$ cat src/rtl/ddr3_app_arbiter.sv
// Two-port round-robin arbiter/sequencer for the DDR3 application port.
// One single-beat transaction in flight at a time; reads are guarded by a timeout.
module ddr3_app_arbiter #(
  parameter int ADDR_W = 28,
  parameter int DATA_W = 128,
  parameter int MASK_W = 16,
  parameter int RD_TMO = 255
) (
  input  logic              clk,
  input  logic              rst_n,
  input  logic              init_calib_complete,
  input  logic              p0_req,
  input  logic              p0_we,
  input  logic [ADDR_W-1:0] p0_addr,
  input  logic [DATA_W-1:0] p0_wdata,
  input  logic [MASK_W-1:0] p0_wmask,
  output logic              p0_ack,
  output logic              p0_err,
  output logic [DATA_W-1:0] p0_rdata,
  input  logic              p1_req,
  input  logic              p1_we,
  input  logic [ADDR_W-1:0] p1_addr,
  input  logic [DATA_W-1:0] p1_wdata,
  input  logic [MASK_W-1:0] p1_wmask,
  output logic              p1_ack,
  output logic              p1_err,
  output logic [DATA_W-1:0] p1_rdata,
  output logic [2:0]        cmd,
  output logic              cmd_en,
  output logic [ADDR_W-1:0] addr,
  input  logic              cmd_ready,
  output logic [DATA_W-1:0] wr_data,
  output logic              wr_data_en,
  output logic              wr_data_end,
  output logic [MASK_W-1:0] wr_data_mask,
  input  logic              wr_data_rdy,
  input  logic [DATA_W-1:0] rd_data,
  input  logic              rd_data_valid,
  output logic [5:0]        app_burst_number
);

  localparam int TMO_W = $clog2(RD_TMO + 1);

  typedef enum logic [1:0] {IDLE, CMD, WDATA, RWAIT} state_t;

  state_t           state;
  logic             sel;
  logic             last_gnt;
  logic             we_r;
  logic [TMO_W-1:0] tmo_cnt;

  // On a tie the port that did not win last time gets the grant.
  logic              gnt;
  logic              gnt_we;
  logic [ADDR_W-1:0] gnt_addr;
  logic [DATA_W-1:0] gnt_wdata;
  logic [MASK_W-1:0] gnt_wmask;

  assign gnt       = (p0_req && p1_req) ? ~last_gnt : p1_req;
  assign gnt_we    = gnt ? p1_we    : p0_we;
  assign gnt_addr  = gnt ? p1_addr  : p0_addr;
  assign gnt_wdata = gnt ? p1_wdata : p0_wdata;
  assign gnt_wmask = gnt ? p1_wmask : p0_wmask;

  assign wr_data_end      = wr_data_en;
  assign app_burst_number = 6'd0;

  always_ff @(posedge clk or negedge rst_n) begin
    if (!rst_n) begin
      state        <= IDLE;
      sel          <= 1'b0;
      last_gnt     <= 1'b1;
      we_r         <= 1'b0;
      tmo_cnt      <= '0;
      cmd          <= 3'd0;
      cmd_en       <= 1'b0;
      addr         <= '0;
      wr_data      <= '0;
      wr_data_en   <= 1'b0;
      wr_data_mask <= '0;
      p0_ack       <= 1'b0;
      p1_ack       <= 1'b0;
      p0_err       <= 1'b0;
      p1_err       <= 1'b0;
      p0_rdata     <= '0;
      p1_rdata     <= '0;
    end else begin
      p0_ack <= 1'b0;
      p1_ack <= 1'b0;
      p0_err <= 1'b0;
      p1_err <= 1'b0;
      case (state)
        IDLE: begin
          if (init_calib_complete && (p0_req || p1_req)) begin
            sel          <= gnt;
            we_r         <= gnt_we;
            addr         <= gnt_addr;
            wr_data      <= gnt_wdata;
            wr_data_mask <= gnt_wmask;
            cmd          <= {2'b00, ~gnt_we};
            cmd_en       <= 1'b1;
            state        <= CMD;
          end
        end
        CMD: begin
          if (cmd_ready) begin
            cmd_en   <= 1'b0;
            last_gnt <= sel;
            if (we_r) begin
              wr_data_en <= 1'b1;
              state      <= WDATA;
            end else begin
              tmo_cnt <= '0;
              state   <= RWAIT;
            end
          end
        end
        WDATA: begin
          if (wr_data_rdy) begin
            wr_data_en <= 1'b0;
            p0_ack     <= ~sel;
            p1_ack     <= sel;
            state      <= IDLE;
          end
        end
        RWAIT: begin
          // Data arriving on the timeout cycle still counts as a good read.
          if (rd_data_valid) begin
            if (sel) p1_rdata <= rd_data;
            else     p0_rdata <= rd_data;
            p0_ack <= ~sel;
            p1_ack <= sel;
            state  <= IDLE;
          end else if (tmo_cnt == TMO_W'(RD_TMO)) begin
            p0_err <= ~sel;
            p1_err <= sel;
            state  <= IDLE;
          end else begin
            tmo_cnt <= tmo_cnt + TMO_W'(1);
          end
        end
        default: state <= IDLE;
      endcase
    end
  end

endmodule
$ cat config.mk
export PLATFORM = sky130hd
export DESIGN_NAME = ddr3_app_arbiter
export DESIGN_NICKNAME = d
export VERILOG_FILES = /design/src/rtl/ddr3_app_arbiter.sv
export SDC_FILE = /design/constraint.sdc
export NUM_CORES = 1
export LEC_CHECK = 0
export CAP_MARGIN = 20
export CORE_AREA = 2 2 356 358
export CTS_BUF_LIST = sky130_fd_sc_hd__clkbuf_4
export DETAILED_ROUTE_END_ITERATION = 7
export DIE_AREA = 0 0 358 360
export GPL_ROUTABILITY_DRIVEN = 0
export SLEW_MARGIN = 20
export SYNTH_ARGS = -nofsm -noshare
export SYNTH_HDL_FRONTEND = slang
export SYNTH_SLANG_ARGS = --single-unit
$ cat constraint.sdc
create_clock -name clk -period 1.44 [get_ports clk]
set_input_delay 0.288 -clock clk [delete_from_list [all_inputs] [get_ports clk]]
set_output_delay 0.288 -clock clk [all_outputs]
set_load 0.01 [all_outputs]
==> run_results.csv, run 1 <==
group,metric,value,unit
run_status,run_status,"complete, but fails checks",
run_status,violations,"negative setup slack",
die,io_pins,926,
synthesis,yosysUniqueCellTypes,34,
die,coreArea,125000,um2
timing,max_freq,510,MHz
die,dieArea,129000,um2
clocking,path_clk_slew,0.07,ns
synthesis,syn_avg_cell_area,13.2,um2
critical_path,cpMaxStageDelayCell,"dfrtp_2",
synthesis,ys_seq_area_share,61.0,%
synthesis,synth_edf_count,0,
clocking,cts_buffers,133,
placement,portBuffers,917,
drt,routedWlPerCell,21.2,um
synthesis,syn_inst,1393,
clocking,clockBufferDepth,3,
timing,period_share,136,%
die,placementRows,130,
power,ir_drop,0.00128,V
timing,period_minus_slack,1.96,ns
drt,vias_per_cell,3.93,
critical_path,path_class,"flop to output pin",
timing,finalClockSkew,0.0455,ns
drt,drt-total-wl,105000,um
critical_path,critPathCaptureType,"output pin",
power,power_density,1820,nW/um2
timing,rsz0062_at_grt,"true",
drt,first_pass_iters,5,
timing,fin_ws,-0.522,ns
drt,drcViolationCount,0,
critical_path,required,1.15,ns
placement,dp_hpwl,66200,um
timing,drv_slew,0,
critical_path,path_buf_inv,1,
drt,dr_total_vias,19400,
drt,antenna_left,0,
global_route,track_usage,13.9,%
clocking,cts_num_sinks,448,
die,initial_core_util,14.7,%
synthesis,yosysTopAreaCell,"dfrtp_1",
power,power,75.6,mW
synthesis,syn_area,18400,um2
critical_path,crit_fanout,2,
die,die_y,360,um
global_route,grt_overflow,0,
timing,relSlewSlack,64.1,%
layout,area_growth,126,%
critical_path,path_cells,"buf_6",
critical_path,cp_top_family,"flip-flops",
synthesis,synthFlopType,"dfrtp_1",
synthesis,synthArstFlopShare,100,%
timing,holdWs,0.219,ns
synthesis,synth_most_common_cell,"dfrtp_1",
layout,nets,3667,
clocking,root_buffer,"clkbuf_4",
timing,worst_pin_slew,0.538,ns
job,drv_cap,0,
critical_path,cp.arrival,1.67,ns
clocking,tritoncts,"built",
synthesis,ys_seq_elements,448,
clocking,htree_levels,4,
global_route,grt_max_degree,90,
die,die_x,358,um
critical_path,start_kind,"flop",
synthesis,yosysTopAreaCellShare,60.9,%
timing,hold_violations,0,
power,p_leak,19.0,nW
timing,finalSetupViolations,869,
global_route,grt_pass1_wl,131000,um
drt,drtIter0Drc,1097,
hold_path,hold_class,"primary input to flop",
synthesis,yosysWarnings,0,
synthesis,synthTopCellsByArea,"dfrtp_1, mux2_2, mux2i_1",
global_route,antenna_found_initial,4,
global_route,grt_pass1_vias,19800,
clocking,clock_latency,1.02,ns
synthesis,synth_common_cells,"dfrtp_1, mux2_2, nor2_1",
layout,drive_gt1_share,42.9,%
critical_path,max_stage_delay,0.49,ns
-- metrics by stage --
stage,setup TNS [ns],utilization [%],std cells,instance area [um2],worst slack (ns)
after detailed placement,-216.23,24.5,4020,30600,-0.699
after floorplan,-2.73,-,1400,18400,-0.0247
final,-272.57,33.2,4940,41500,-0.522
after global routing,-377.40,33.2,4940,41500,-0.718
after global placement,-202.12,24.5,4020,30600,-0.670
after CTS,-355.69,30.0,4778,37500,-0.740
-- layout by cell type (no fill, tap or decap), drive strengths merged, types with 4 or more instances in the layout --
cell type      count
a21oi            177
and3               7
buf              749
clkbuf           245
clkdlybuf4s50    480
clkinv            21
conb               8
dfrtp            447
diode              7
dlygate4sd3      476
inv                9
mux2             257
mux2i            174
nand2             10
nor2             178
nor3               4
o21ai             10
-- final timing paths --
| path | start | to | slack, ns | depth (start not counted) |
|---|---|---|---|---|
| max in group asynchronous | rst_n | wr_data[18] | 0.30 | 5 |
| worst min-delay path | p0_wdata[75] | wr_data[75] | 0.22 | 4 |
| worst max register to register | state[0] | wr_data[107] | -0.35 | 8 |
| min in group asynchronous | rst_n | p1_rdata[92] | 0.32 | 3 |
| worst min register to register | p1_rdata[75] | p1_rdata[75] | 0.51 | 1 |
| worst max-delay path | wr_data[22] | wr_data[22] | -0.52 | 1 |
-- flip-flops by register name (all words and copies together) (netlist names) --
| register | flops |
|---|---|
| cmd | 1 |
| p0_ack | 1 |
| state | 2 |
| cmd_en | 1 |
| tmo_cnt | 8 |
| sel | 1 |
| last_gnt | 1 |
| p0_err | 1 |
| p1_ack | 1 |
| wr_data_mask | 16 |
| wr_data_en | 1 |
| p1_err | 1 |
| we_r | 1 |
| p1_rdata | 128 |
| p0_rdata | 128 |
| wr_data | 128 |
| addr | 28 |
-- metal layers --
layer / share of wire [%] / vias to the layer above / track usage, %
li1: - / 8563 / -
met1: 42 / 9696 / 16.5
met4: 4.2 / 0 / 6.20
met3: 6.6 / 245 / 3.95
met2: 47 / 930 / 23.0
met5: 0 / - / 0
-- worst reg2reg max path, stage by stage, from the launching register on --
cell and delay (ns):
dfrtp_2 0.45, buf_6 0.14, nor3_4 0.23, buf_12 0.18, buf_8 0.12, buf_16 0.16
buf_12 0.18, clkbuf_16 0.15, a21oi_1 0.08
-- layout make-up --
class	count	area, um2
diodes	7	17.5
clock buffers	205	1540
clock inverters	29	175
fillers	12100	83400
inverters	6	22.5
multi-input cells	850	7930
flip-flops and latches	448	11300
well taps	1650	2060
repair buffers	1745	18500
-- what timing repair did --
item                        CTS  global route
pin swaps                     2            36
setup endpoints to repair   873          1143
resized for setup          2189           477
hold buffers                476             1
cloned                        9            51
hold endpoints to repair    886           205
setup buffers                39           112
-- cell families (layout without fill, tap and decap cells) --
group                      after synthesis  in the layout  share of synthesized area, %
xor gates and xnor gates                 1              1                        0.0477
AOI/OAI and AO/OA                      202            202                          5.89
and+or+nand+nor                        207            207                          4.50
buffers and inverters                  102           1985                          3.23
other                                    1             15                        0.0204
muxes                                  431            431                          25.2
adders and majority gates                1              1                        0.0681
DFF                                    448            448                          61.0
-- where the power goes --
group,internal [mW],total (mW),leakage [nW],switching (mW)
Sequential,18.8,24.1,5.28,5.33
Combinational,22.8,38.6,12.7,15.7
Clock,6.81,12.9,1.02,6.11
No activity file was read; power rests on OpenSTA's default activity.
==> inputs of run 2 (changes only) <==
--- a/config.mk
+++ b/config.mk
@@ -11,7 +11,7 @@
 export DETAILED_ROUTE_END_ITERATION = 7
 export DIE_AREA = 0 0 358 360
 export GPL_ROUTABILITY_DRIVEN = 0
-export SLEW_MARGIN = 20
+export SLEW_MARGIN = 10
 export SYNTH_ARGS = -nofsm -noshare
 export SYNTH_HDL_FRONTEND = slang
 export SYNTH_SLANG_ARGS = --single-unit
==> results of run 2 <==
The final DEF is identical to that of run 1; final timing and power are the same.
